## src/rtl/upower_pkg.sv

```systemverilog
// Shared uPower definitions: instruction field positions, primary opcodes and the
// fetch-stage state encoding. Used by the fetch stage and the control unit.
package upower_pkg;

    localparam int INSTR_W  = 32;

    localparam int OPCODE_MSB = 31;
    localparam int OPCODE_LSB = 26;
    localparam int XOX_MSB    = 10;
    localparam int XOX_LSB    = 1;
    localparam int XOXO_MSB   = 9;
    localparam int XOXO_LSB   = 1;
    localparam int XODS_MSB   = 1;
    localparam int XODS_LSB   = 0;

    localparam int OPCODE_W = OPCODE_MSB - OPCODE_LSB + 1;
    localparam int XOX_W    = XOX_MSB - XOX_LSB + 1;
    localparam int XOXO_W   = XOXO_MSB - XOXO_LSB + 1;
    localparam int XODS_W   = XODS_MSB - XODS_LSB + 1;

    localparam logic [OPCODE_W-1:0] OP_XFORM = 6'd31;
    localparam logic [OPCODE_W-1:0] OP_ADDI  = 6'd14;
    localparam logic [OPCODE_W-1:0] OP_ADDIS = 6'd15;
    localparam logic [OPCODE_W-1:0] OP_ANDI  = 6'd28;
    localparam logic [OPCODE_W-1:0] OP_ORI   = 6'd24;
    localparam logic [OPCODE_W-1:0] OP_XORI  = 6'd26;
    localparam logic [OPCODE_W-1:0] OP_LD    = 6'd58;
    localparam logic [OPCODE_W-1:0] OP_LWZ   = 6'd32;
    localparam logic [OPCODE_W-1:0] OP_LHZ   = 6'd40;
    localparam logic [OPCODE_W-1:0] OP_LHA   = 6'd42;
    localparam logic [OPCODE_W-1:0] OP_LBZ   = 6'd34;
    localparam logic [OPCODE_W-1:0] OP_STB   = 6'd38;
    localparam logic [OPCODE_W-1:0] OP_STH   = 6'd44;
    localparam logic [OPCODE_W-1:0] OP_STWU  = 6'd37;
    localparam logic [OPCODE_W-1:0] OP_STW   = 6'd36;
    localparam logic [OPCODE_W-1:0] OP_STD   = 6'd62;
    localparam logic [OPCODE_W-1:0] OP_B     = 6'd18;
    localparam logic [OPCODE_W-1:0] OP_BC    = 6'd19;

    typedef enum logic [1:0] {
        ST_FETCH = 2'd0,
        ST_HOLD  = 2'd1,
        ST_DRAIN = 2'd2
    } fetch_state_e;

    function automatic logic opcode_is_legal(input logic [OPCODE_W-1:0] op);
        case (op)
            OP_XFORM, OP_ADDI, OP_ADDIS, OP_ANDI, OP_ORI, OP_XORI,
            OP_LD, OP_LWZ, OP_LHZ, OP_LHA, OP_LBZ,
            OP_STB, OP_STH, OP_STWU, OP_STW, OP_STD,
            OP_B, OP_BC:  opcode_is_legal = 1'b1;
            default:      opcode_is_legal = 1'b0;
        endcase
    endfunction

endpackage

```

## src/rtl/upower_instr_fields.sv

```systemverilog
// Combinational splitter of a uPower instruction word into its XO fields.
// With FETCH_ILLEGAL_OP_EN defined it also flags opcodes outside the supported set.
module upower_instr_fields
    import upower_pkg::*;
(
    input  logic [INSTR_W-1:0]  instr,
    output logic [INSTR_W-1:0]  word,
    output logic [OPCODE_W-1:0] opcode,
    output logic [XOX_W-1:0]    xox,
    output logic [XOXO_W-1:0]   xoxo,
    output logic [XODS_W-1:0]   xods,
    output logic                illegal
);

    // The full word is forwarded so consumers can take word and fields from one place.
    assign word   = instr;
    assign opcode = instr[OPCODE_MSB:OPCODE_LSB];
    assign xox    = instr[XOX_MSB:XOX_LSB];
    assign xoxo   = instr[XOXO_MSB:XOXO_LSB];
    assign xods   = instr[XODS_MSB:XODS_LSB];

`ifdef FETCH_ILLEGAL_OP_EN
    assign illegal = ~opcode_is_legal(instr[OPCODE_MSB:OPCODE_LSB]);
`else
    assign illegal = 1'b0;
`endif

endmodule

```

## src/rtl/upower_fetch_stage.sv

```systemverilog
// uPower instruction fetch: PC, req/ack memory requests, output register with
// valid/ready and branch redirect squashing. Optional macro: FETCH_ILLEGAL_OP_EN.
module upower_fetch_stage
    import upower_pkg::*;
#(
    parameter int              PC_W     = 64,
    parameter logic [PC_W-1:0] RESET_PC = '0
) (
    input  logic                clk,
    input  logic                rst_n,
    output logic                imem_req,
    output logic [PC_W-1:0]     imem_addr,
    input  logic                imem_ack,
    input  logic [INSTR_W-1:0]  imem_rdata,
    input  logic                redirect_valid,
    input  logic [PC_W-1:0]     redirect_pc,
    output logic                dec_valid,
    input  logic                dec_ready,
    output logic [INSTR_W-1:0]  dec_instr,
    output logic [PC_W-1:0]     dec_pc,
    output logic [OPCODE_W-1:0] opcode,
    output logic [XOX_W-1:0]    xox,
    output logic [XOXO_W-1:0]   xoxo,
    output logic [XODS_W-1:0]   xods,
    output logic                illegal_op
);

    localparam logic [PC_W-1:0] PC_STEP    = PC_W'(4);
    localparam logic [PC_W-1:0] ALIGN_MASK = ~(PC_W'(3));

    fetch_state_e       state_q, state_d;
    logic [PC_W-1:0]    pc_q, pc_d;
    logic               req_q, req_d;
    logic [PC_W-1:0]    addr_q, addr_d;
    logic               dec_valid_q, dec_valid_d;
    logic [INSTR_W-1:0] dec_instr_q, dec_instr_d;
    logic [PC_W-1:0]    dec_pc_q, dec_pc_d;

    logic               ack_fire;
    logic [PC_W-1:0]    target;
    logic               instr_illegal;

    assign ack_fire = imem_ack & req_q;
    assign target   = redirect_pc & ALIGN_MASK;

    always_comb begin
        state_d     = state_q;
        pc_d        = pc_q;
        req_d       = req_q;
        addr_d      = addr_q;
        dec_valid_d = dec_valid_q;
        dec_instr_d = dec_instr_q;
        dec_pc_d    = dec_pc_q;

        case (state_q)
            ST_FETCH: begin
                if (redirect_valid) begin
                    pc_d        = target;
                    dec_valid_d = 1'b0;
                    req_d       = 1'b1;
                    // With nothing outstanding there is no ack to wait for.
                    if (ack_fire || !req_q) begin
                        state_d = ST_FETCH;
                        addr_d  = target;
                    end else begin
                        state_d = ST_DRAIN;
                    end
                end else if (ack_fire) begin
                    dec_instr_d = imem_rdata;
                    dec_pc_d    = pc_q;
                    dec_valid_d = 1'b1;
                    pc_d        = pc_q + PC_STEP;
                    req_d       = 1'b0;
                    state_d     = ST_HOLD;
                end else begin
                    req_d  = 1'b1;
                    addr_d = pc_q;
                end
            end
            ST_HOLD: begin
                if (redirect_valid) begin
                    pc_d        = target;
                    dec_valid_d = 1'b0;
                    req_d       = 1'b1;
                    addr_d      = target;
                    state_d     = ST_FETCH;
                end else if (dec_ready) begin
                    dec_valid_d = 1'b0;
                    req_d       = 1'b1;
                    addr_d      = pc_q;
                    state_d     = ST_FETCH;
                end
            end
            ST_DRAIN: begin
                if (redirect_valid) begin
                    pc_d        = target;
                    dec_valid_d = 1'b0;
                end
                if (ack_fire) begin
                    req_d   = 1'b1;
                    addr_d  = pc_d;
                    state_d = ST_FETCH;
                end
            end
            default: begin
                state_d = ST_FETCH;
            end
        endcase
    end

    always_ff @(posedge clk) begin
        if (!rst_n) begin
            state_q     <= ST_FETCH;
            pc_q        <= RESET_PC;
            req_q       <= 1'b0;
            addr_q      <= '0;
            dec_valid_q <= 1'b0;
            dec_instr_q <= '0;
            dec_pc_q    <= '0;
        end else begin
            state_q     <= state_d;
            pc_q        <= pc_d;
            req_q       <= req_d;
            addr_q      <= addr_d;
            dec_valid_q <= dec_valid_d;
            dec_instr_q <= dec_instr_d;
            dec_pc_q    <= dec_pc_d;
        end
    end

    upower_instr_fields u_fields (
        .instr   (dec_instr_q),
        .word    (dec_instr),
        .opcode  (opcode),
        .xox     (xox),
        .xoxo    (xoxo),
        .xods    (xods),
        .illegal (instr_illegal)
    );

    // Decoded from the registered word; gating with valid clears it with the handshake.
    assign illegal_op = dec_valid_q & instr_illegal;

    assign imem_req  = req_q;
    assign imem_addr = addr_q;
    assign dec_valid = dec_valid_q;
    assign dec_pc    = dec_pc_q;

endmodule

```

## config.mk

```make
export PLATFORM = sky130hd
export DESIGN_NAME = upower_fetch_stage
export DESIGN_NICKNAME = d
export VERILOG_FILES = /design/src/rtl/upower_pkg.sv /design/src/rtl/upower_instr_fields.sv /design/src/rtl/upower_fetch_stage.sv
export SDC_FILE = /design/constraint.sdc
export NUM_CORES = 1
export LEC_CHECK = 0
export CAP_MARGIN = 10
export CELL_PAD_IN_SITES_DETAIL_PLACEMENT = 1
export CELL_PAD_IN_SITES_GLOBAL_PLACEMENT = 2
export CORE_ASPECT_RATIO = 1.5
export CORE_MARGIN = 1.5
export CORE_UTILIZATION = 25
export DETAILED_ROUTE_END_ITERATION = 8
export PLACE_DENSITY = 0.84
export SYNTH_ARGS = -nofsm -noshare
export SYNTH_HDL_FRONTEND = slang
export SYNTH_SLANG_ARGS = --single-unit
```

## constraint.sdc

```tcl
create_clock -name clk -period 3.1 [get_ports clk]
set_input_delay 0.465 -clock clk [delete_from_list [all_inputs] [get_ports clk]]
set_output_delay 0.465 -clock clk [all_outputs]
set_load 0.01 [all_outputs]
```

Word level (Yosys, flattened, before mapping) --
Index checks and enable logic that the tools add are counted.
Word-level totals: register bits 228, logic and storage cells 59
Operators by class: add/subtract/negate cells 1, equality and inequality tests 8, mux-type cells 29, bitwise logic cells 2, reduce and logical (&&, ||, !) cells 12
Operator list (number):
- $mux 64 | 9
- $pmux 64 s3 | 1
- $pmux 64 s2 | 1
- $add 64x3->64 const B | 1
- $mux 2 | 6
- $ne 3x3->1 const B | 4
- $mux 1 | 9
- $reduce_and 3->1 | 3
- $pmux 1 s3 | 2
- $pmux 2 s3 | 1
- $reduce_and 5->1 | 1
- $ne 2x2->1 const B | 2
- $reduce_and 4->1 | 1
- $reduce_bool 3->1 | 1
- $eq 2x1->1 const B | 1
- $eq 2x2->1 const B | 1
- $logic_not 2->1 | 1
- $reduce_and 2->1 | 1
- $reduce_bool 2->1 | 1
- $reduce_or 2->1 | 1
- $and 1x1->1 | 1
- $logic_not 1->1 | 1
- $logic_or 1x1->1 | 1
- $not 1->1 | 1

Logic depth before layout (Yosys ltp) --
Gate-level depths: netlist of run 1.
word-level depth 5, depth in mapped cells 10, depth with buffers taken out 7

Hierarchy --
Synthesis of run 1 repeated with hierarchy kept, for this count alone.
Second synthesis, totals: cells, all modules 1401, area total of the unflattened synthesis 10946.7 µm²
Modules (own cells, without submodules):
- upower_fetch_stage | instances 1, cells an instance 1340, area an instance 10492.6 µm²
- upower_instr_fields | instances 1, cells an instance 61, area an instance 454.2 µm²

Worst setup path before layout of run 1 --
OpenSTA, ideal clock, no wires.
path type register to register, from reg pc_q[14], to reg pc_q[58], setup time 0.062 ns, arrival time 2.305 ns, data required time 3.038 ns, setup slack 0.733 ns, cell stages (with the launch flop) 9, path buffers 3, clock period less this slack 2.367 ns, path through dfxtp_1 > clkbuf_2 > and4_1 > or3b_1 > buf_2 > or4_1 > buf_2 > or4_1 > nand3_1
On the way: cells in the longest elaborated chain, start to end 4
RTL lines:
- from (decl) | RTL line upower_fetch_stage.sv:32 | logic [PC_W-1:0] pc_q, pc_d;
- from (signal assigned) | RTL line upower_fetch_stage.sv:122 | pc_q <= pc_d;
- $add 64x3->64 | RTL line upower_fetch_stage.sv:72 | pc_d = pc_q + PC_STEP;
- $mux 64 | RTL line upower_fetch_stage.sv:68 | end else if (ack_fire) begin
- $mux 64 | RTL line upower_fetch_stage.sv:57 | if (redirect_valid) begin
- $pmux 64 s2 | RTL line upower_fetch_stage.sv:55 | case (state_q)
Every way passes these cells. The select of a mux whose other input is x is not followed. A chain may end at the register's enable or synchronous reset.

Worst setup path in the final report of run 1 --
from reg pc_q[14], to reg pc_q[60]
Same word-level chain as after synthesis.

==> results.ini, run 1 <==
[critical_path]
startpoint=pc_q[14]
rrSetupSlack_ps=340
r2r-end=pc_q[60]
cp_data_required_time_ps=3570
rr_worst_depth=5
endpoint=pc_q[60]
end_kind=register
r2r-start=pc_q[14]
crit_fanout=9
startpoint_type=register
path_class=register to register
cp.arrival_ps=3220

[route]
vias=11500
first_iter_violations=587
wire_per_inst_um=21.0
drcViolationCount=0
wl_mm=46.2
ant_nets=0
firstDrtPassIters=7
avgViaCountPerCell=5.23

[floorplan]
fp.dieH_um=260
core_mm2=0.0432
fp.dieW_um=174
dieArea_mm2=0.0452
start_util_pct=25.4
io_pins=291
rows=93

[global_route]
gr-total-overflow=0
antenna_found_initial=2
grt_pass1_vias=11700
grt_max_degree=97
grt_pass1_wl_mm=70.1
globalRouteTotalUtil_pct=19.8

[placement]
port_buffers=287
hpwl_mm=33.2
globalplace.congestion=0.890

[finish]
area_growth_pct=38.6
fillerInstances=5090
mostFrequentLayoutCell=clkdlybuf4s50_1
layout_common_cells=286 x clkdlybuf4s50_1, 264 x nand2_1, 228 x dfxtp_1, 136 x a21oi_1, 104 x nor2_1
n_antenna_cell=0
num-nets-final=1721
drive_gt1_share_pct=7.59

[clock_network]
cts_tree=yes
clock-sinks=228
clk_pin_slew_worst_paths_ps=60
clockBufferDepth=3
cts.htree.levels=1
cts-root-buf=clkbuf_16
cts_hold_buffers=0
cts_setup_buffers=0
clock_latency_ps=560
cts_buffers=26
cts_resized=0

[run_status]
outcome=finished, final reports clean

[sta]
hold_viol=0
drv_slew=0
worst_slew_pin_slew_ps=859
max_freq_mhz=363
relSlewSlack_pct=42.7
finalSetupTns_ps=0
post-route-period-util_pct=88.9
hold_ws_ps=407
fin_skew_ps=19.4
setup_viol=0
rsz0062_at_grt=no
period_needed_ps=2760

[synth]
synth_top_area_cell=dfxtp_1
synthCells=1397
synth_nets=1503
synth_ff_type=dfxtp_1
syn-cell-area_mm2=0.0110
synth-edff-count=0
ys_ff_latch=228
yosysSeqAreaShare_pct=41.6
async_reset_ff_share_pct=0
synth_area_leaders=dfxtp_1 42%, nand2_1 9.0%, a21oi_1 6.2%
ys.warnings.count=0
synth_top_area_share_pct=41.6
synth_cell_type_count=68
avgSynthCellArea_um2=7.86

[run]
maxCapViolCount=0

[pwr]
vdd_drop_max_uv=450
leakagePower_nw=5.35
power_density_mw_per_mm2=513

[worst_hold_path]
whs_path_depth=3
min_from=redirect_valid
hold_class=input pin to register

[cells by family (layout without fill, tap and decap cells)]
group | after synthesis | after routing | share of synthesized area, %
xor gates and xnor gates | 4 | 4 | 0.319
DFF | 228 | 228 | 41.6
adders and majority gates | 5 | 5 | 0.570
buffers and inverters | 175 | 411 | 7.09
AOI/OAI and AO/OA | 369 | 369 | 22.0
muxes | 45 | 45 | 4.12
and+or+nand+nor | 570 | 570 | 24.3
other | 1 | 1 | 0.0341
[layout make-up]
cell class | instances | area [um^2] | share of cell area, %
multi-input combinational | 994 | 5670 | 37.2
inverter | 21 | 83.8 | 0.551
clock inverter | 10 | 80.1 | 0.526
tap | 570 | 713 | 4.69
timing repair buffer | 344 | 3360 | 22.1
clock buffer | 36 | 749 | 4.92
sequential | 228 | 4560 | 30.0
[metal layers]
metal | track usage (%) | vias to the layer above | wire length [um]
met5 | 0 | - | 27
met4 | 7.42 | 4 | 1530
met3 | 2.89 | 86 | 2300
met2 | 37.2 | 365 | 23900
met1 | 22.4 | 5656 | 18400
li1 | - | 5402 | -
[how the worst min path moves through the flow]
| stage | end | slack [ps] |
|---|---|---|
| after floorplan | pc_q[0] | 420 |
| after global placement | dec_instr_q[20] | 440 |
| after detailed placement | dec_instr_q[17] | 450 |
| after CTS | state_q[1] | 390 |
| after global routing | state_q[1] | 420 |
| final | state_q[1] | 410 |
[where the power goes]
group	internal, W	switching, W
Combinational	0.000645	0.000758
Clock	0.00176	0.00133
Sequential	0.00313	0.000192
Total	0.00553	0.00228
[metrics by stage]
step	setup WS (ps)	total power [W]	std cells	utilization, %	cell area [um^2]
after floorplan	733	0.00403	1397	-	11000
after global placement	384	0.00476	2157	33.3	14400
after detailed placement	337	0.00479	2157	33.3	14400
after CTS	363	0.00791	2203	35.3	15200
after global routing	279	0.00815	2203	35.3	15200
final	344	0.00781	2203	35.3	15200
[critical path, cell delays in order (launching register included)]
cell,delay (ps)
dfxtp_1,520
and4_1,270
or3b_1,490
or4_1,750
or4_1,530
o211ai_1,110
[registers in the layout, summed over array words and instances (netlist names)]
register	cells
dec_pc	64
imem_req	1
imem_addr	64
dec_valid	1
pc_q	64
state_q	2
dec_instr_q	32
[synth_stat cells (11+ instances only)]
master,n
mux2i_1,43
and3_1,17
a31oi_1,20
a211oi_1,52
a22oi_1,22
buf_2,12
nand3_1,40
clkbuf_1,104
o211a_1,12
nor2b_1,11
a21oi_1,136
nand4_1,31
o21ai_0,34
nor3_1,27
nor2_1,105
or4_1,19
o211ai_1,21
inv_1,21
nand2_1,264
buf_4,28
dfxtp_1,228
No activity file was read; power rests on OpenSTA's default activity.
==> run 2: changes to the inputs <==
Settings changed: MAX_ROUTING_LAYER set to met4, SETUP_SLACK_MARGIN set to 0.15.
==> run 2 against run 1 <==
- setup slack got worse by 23 ps
- non-clock buffer count increased by 2
- worst hold slack improved by 18 ps
- sequential share of layout area decreased by 0.066 points
- via count decreased by 0.61%
- cell area increased by 0.22%
- clock power increased by 4%
- routed wire length increased by 0.46%
- register-to-register slack got worse by 20 ps
- critical path type unchanged
==> results.ini, run 2 (synthesis results as in run 1) <==
[placement]
placed_cells=2159  ; +0.093%
hpwl_mm=33.6  ; +1.4%
globalplace.congestion=0.891  ; +0.11%
port_buffers=287  ; unchanged

[floorplan]
dieArea_mm2=0.0452  ; unchanged
start_util_pct=25.4  ; unchanged
core_mm2=0.0432  ; unchanged
io_pins=291  ; unchanged
fp.dieW_um=174  ; unchanged
rows=93  ; unchanged
fp.dieH_um=260  ; unchanged

[sta]
setup_viol=0  ; unchanged
period_needed_ps=2780  ; +22.9 ps
hold_viol=0  ; unchanged
drv_slew=0  ; unchanged
rsz0062_at_grt=no
finalSetupTns_ps=0  ; unchanged
hold_ws_ps=425  ; +18.4 ps
fin_skew_ps=20.8  ; +1.37 ps
max_freq_mhz=360  ; -0.82%
worst_slew_pin_slew_ps=882  ; +23.0 ps
relSlewSlack_pct=41.2  ; -1.5 points
post-route-period-util_pct=89.6  ; +0.74 points

[critical_path]
crit_chain=and4_1, or3b_1, or4_1, or4_1, nand3_1
crit_path_frequent_cell=or4_1
end_kind=register
crit_fanout=9  ; unchanged
path_class=register to register
cp_data_required_time_ps=3600  ; +30 ps
cpMaxStageDelayCell=or4_1
startpoint=pc_q[14]
startpoint_type=register
cp.arrival_ps=3280  ; +60 ps
r2r-end=pc_q[58]
r2r-start=pc_q[14]
rrSetupSlack_ps=320  ; -20 ps
endpoint=pc_q[58]
rr_worst_depth=5  ; unchanged
worst_path_largest_cell_delay_ps=760  ; about the same

[global_route]
use_met2_pct=36.7  ; -0.46 points
globalRouteTotalUtil_pct=20.7  ; +0.91 points
grt_pass1_wl_mm=71.2  ; +1.5%
top_usage_layer=met2
grt.met3_usage_pct=2.95  ; +0.058 points
antenna_found_initial=2  ; unchanged
grt_max_degree=75  ; -23%
gr-total-overflow=0  ; unchanged
grt_pass1_vias=11900  ; +1.6%
grt_use_met1_pct=22.7  ; +0.39 points

[finish]
final_cell_count_no_fill=2206  ; +0.14%
fillerInstances=5063  ; -0.53%
layout_common_cells=286 x clkdlybuf4s50_1, 264 x nand2_1, 228 x dfxtp_1, 136 x a21oi_1, 104 x nor2_1
fin_util_pct=35.3  ; +0.078 points
area_growth_pct=38.9
drive_gt1_share_pct=7.59  ; unchanged
num-nets-final=1723  ; +0.12%
mostFrequentLayoutCell=clkdlybuf4s50_1

[route]
drcViolationCount=0  ; unchanged
first_iter_violations=687  ; +17%
wl_mm=46.4  ; +0.46%
wire_per_inst_um=21.0  ; +0.32%
vias=11400  ; -0.61%
ant_nets=0  ; unchanged
avgViaCountPerCell=5.19  ; -0.74%
firstDrtPassIters=5  ; -2

[clock_network]
cts_buffers=26  ; unchanged
clock-sinks=228  ; unchanged
cts_tree=yes
cts_setup_buffers=0  ; unchanged
clk_pin_slew_worst_paths_ps=60  ; about the same
cts.htree.levels=1  ; unchanged
clockBufferDepth=3  ; unchanged
clock_latency_ps=560  ; about the same
cts_hold_buffers=0  ; unchanged
cts-root-buf=clkbuf_16
cts_resized=0  ; unchanged

[run]
maxCapViolCount=0  ; unchanged

[pwr]
vdd_drop_max_uv=355  ; -21%
power_density_mw_per_mm2=519  ; +1.1%
leakagePower_nw=5.37  ; +0.39%
p_total_w=0.00791  ; +1.4%

[run_status]
outcome=finished, final reports clean

[worst_hold_path]
hold_class=input pin to register

-- run 2: changes by cell type in the layout (fill, tap and decap cells not counted) --
cell	delta
buf_12	-2
clkinv_2	-4
diode_2	+3
bufinv_16	+1
buf_4	+4
clkinvlp_4	-2
clkbuf_8	+3
-- run 2: worst min path at each step --
stage	endpoint	depth (start not counted)	startpoint	slack, ps
finish	state_q[1]	3	redirect_valid	430
global route	state_q[1]	3	redirect_valid	430
CTS	state_q[1]	3	redirect_valid	410
detailed placement	dec_pc[62]	2	dec_pc[62]	450
global placement	dec_instr_q[16]	2	dec_instr_q[16]	440
floorplan	pc_q[0]	2	pc_q[0]	420
-- run 2: routing by layer --
| layer | vias to the layer above | routed length [um] |
|---|---|---|
| li1 | 5418 | - |
| met1 | 5524 | 18600 |
| met2 | 377 | 23400 |
| met3 | 124 | 2200 |
| met4 | 0 | 2190 |
| met5 | - | 0 |
-- run 2: layout make-up --
type / instances / area, um^2 / area share (%)
flip-flops and latches: 228 / 4560 / 29.9
multi-input cells: 994 / 5670 / 37.2
repair buffers: 346 / 3350 / 22.0
well taps: 570 / 713 / 4.68
diodes: 3 / 7.51 / 0.0492
clock inverters: 5 / 75.1 / 0.492
inverters: 21 / 83.8 / 0.550
clock buffers: 39 / 791 / 5.18
-- run 2: report_power, final --
group          internal (W)  switching (W)  leakage [nW]
clock network       0.00191        0.00129         0.429
registers           0.00313       0.000198          1.87
logic              0.000642       0.000751          3.08
total               0.00568        0.00224          5.37
-- run 2: critical path: cells and delay by family (launching register included) --
family	cells	cell delay, ps
and+or+nand+nor	5	2220
DFF	1	510
-- run 2: through the flow --
stage	setup WS [ps]	area (um^2)
after global placement	372	14400
after floorplan	733	11000
after detailed placement	355	14400
after global routing	194	15200
after CTS	349	15200
final	321	15300
==> run 3: changes to the inputs <==
Settings changed: PLACE_DENSITY 0.84 to not set, PLACE_DENSITY_LB_ADDON set to 0.15.
==> run 3 against run 2 <==
- clock power is 2% higher
- sequential power hardly changed
- fmax is 3.5% higher
- combinational power is 3% higher
- power is 0.92% higher
- non-clock buffer count is 22 higher
- global-route usage is 0.97 points higher
- critical path depth stayed put
- critical endpoint unchanged
- largest cell class unchanged
==> results.ini, run 3 (synthesis results as in run 1) <==
[run_status]
outcome=finished, final reports clean

[clock_network]
clock-sinks=228  ; unchanged
clockBufferDepth=3  ; unchanged
clk_pin_slew_worst_paths_ps=60  ; about the same
cts-root-buf=clkbuf_16
cts_setup_buffers=0  ; unchanged
cts_tree=yes
cts_hold_buffers=0  ; unchanged
cts_resized=0  ; unchanged
cts.htree.levels=1  ; unchanged
cts_buffers=27  ; +3.8%
clock_latency_ps=580  ; +20 ps

[sta]
fin_skew_ps=24.5  ; +3.70 ps
rsz0062_at_grt=no
hold_viol=0  ; unchanged
setup_viol=0  ; unchanged
post-route-period-util_pct=86.6  ; -3.0 points
drv_slew=0  ; unchanged
finalSetupTns_ps=0  ; unchanged
finalWorstSetupSlack_ps=416  ; +94.3 ps
worst_slew_pin_slew_ps=811  ; -71.1 ps
period_needed_ps=2680  ; -94.3 ps
hold_ws_ps=245  ; -180 ps
max_freq_mhz=373  ; +3.5%
relSlewSlack_pct=45.5  ; +4.4 points

[critical_path]
end_kind=register
cp_data_required_time_ps=3600  ; about the same
cp.arrival_ps=3180  ; -100 ps
rrSetupSlack_ps=420  ; +90 ps
r2r-end=pc_q[58]
startpoint_type=register
r2r-start=pc_q[42]
crit_fanout=8  ; -1
crit_chain=nand4_1, or4_1, or4_1, or4_1, nand3_1
rr_worst_depth=5  ; unchanged
crit_family=simple AND/OR/NAND/NOR gates
path_class=register to register
cp.buffers_inverters=0  ; unchanged
worst_path_largest_cell_delay_ps=630  ; -130 ps
crit_path_frequent_cell=or4_1
cpMaxStageDelayCell=or4_1
path_depth=5  ; unchanged

[placement]
port_buffers=287  ; unchanged
hpwl_mm=35.2  ; +4.8%
globalplace.congestion=0.916  ; +2.7%
post-place-ws_ps=324  ; -31.1 ps

[run]
maxCapViolCount=0  ; unchanged

[route]
wl_mm=48.4  ; +4.3%
drcViolationCount=0  ; unchanged
first_iter_violations=626  ; -8.9%
ant_nets=0  ; unchanged
vias=11500  ; +0.55%
avgViaCountPerCell=5.17  ; -0.40%
wire_per_inst_um=21.7  ; +3.3%
firstDrtPassIters=6  ; +1

[floorplan]
start_util_pct=25.4  ; unchanged
rows=93  ; unchanged
dieArea_mm2=0.0452  ; unchanged
fp.dieH_um=260  ; unchanged
io_pins=291  ; unchanged
fp.dieW_um=174  ; unchanged
core_mm2=0.0432  ; unchanged

[global_route]
gr-total-overflow=0  ; unchanged
grt_pass1_vias=12000  ; +0.44%
antenna_found_initial=1  ; -1
grt_max_degree=95  ; +27%
grt_pass1_wl_mm=73.6  ; +3.5%
globalRouteTotalUtil_pct=21.7  ; +0.97 points

[finish]
fin_util_pct=35.7  ; +0.41 points
area_growth_pct=40.5
num-nets-final=1746  ; +1.3%
mostFrequentLayoutCell=clkdlybuf4s50_1
drive_gt1_share_pct=8.94  ; +1.3 points
layout_common_cells=285 x clkdlybuf4s50_1, 264 x nand2_1, 228 x dfxtp_1, 136 x a21oi_1, 104 x nor2_1

[pwr]
power_density_mw_per_mm2=518  ; -0.23%
netSwitchingFraction_pct=28.6  ; +0.34 points
leakagePower_nw=5.49  ; +2.2%
power_frac_comb_pct=17.9  ; +0.3 points
switchingPower_w=0.00229  ; +2.2%
clkPwrFrac_pct=40.6  ; +0.2 points
p_seq_share_pct=41.5  ; -0.5 points
vdd_drop_max_uv=434  ; +22%
p_int_w=0.00570  ; +0.44%

[worst_hold_path]
min_from=redirect_valid
min_delay_worst_endpoint=state_q[1]
whs_path_depth=3  ; unchanged
hold_class=input pin to register

run 3: area by class of cell:
type / instances / area (um^2)
fill: 5088 / 27700
inverter: 21 / 83.8
tap: 570 / 713
multi-input combinational: 994 / 5670
clock inverter: 6 / 83.8
sequential: 228 / 4560
clock buffer: 39 / 791
antenna: 1 / 2.50
timing repair buffer: 368 / 3520
run 3: worst max path at each step:
| stage | start | endpoint |
|---|---|---|
| after detailed placement | dec_ready | imem_addr[49] |
| after floorplan | pc_q[14] | pc_q[58] |
| after global placement | imem_ack | pc_q[59] |
| after CTS | pc_q[26] | pc_q[57] |
| final | pc_q[42] | pc_q[58] |
| after global routing | pc_q[26] | pc_q[55] |
run 3: worst reg2reg max path, delay by kind of cell, from the launching register on:
| family | cells | cell delay (ps) |
|---|---|---|
| AND/OR/NAND/NOR | 5 | 2140 |
| flip-flops | 1 | 470 |
run 3: power groups by stage:
stage / sequential, W / clock (W) / combinational, W
5_1_grt: 0.00334 / 0.00347 / 0.00155
3_3_place_gp: 0.00337 / 0 / 0.00143
6_report: 0.00331 / 0.00325 / 0.00143
4_1_cts: 0.00331 / 0.00335 / 0.00146
2_1_floorplan: 0.00336 / 0 / 0.000668
3_5_place_dp: 0.00338 / 0 / 0.00145
run 3: routing by layer:
metal / part of all wire [%] / vias to the layer above / routed length [um] / track usage (%)
li1: - / 5457 / - / -
met1: 39 / 5603 / 19000 / 23.2
met2: 53 / 350 / 25500 / 40.1
met3: 4.3 / 96 / 2080 / 2.81
met4: 3.7 / 0 / 1790 / 8.76
met5: 0 / - / 0 / -
run 3: stage by stage:
| step | power, W | cell area [um^2] | instances |
|---|---|---|---|
| global placement | 0.00480 | 14600 | 2181 |
| finish | 0.00799 | 15400 | 2227 |
| CTS | 0.00812 | 15400 | 2226 |
| detailed placement | 0.00483 | 14600 | 2181 |
| global route | 0.00836 | 15400 | 2227 |
| floorplan | 0.00403 | 11000 | 1397 |
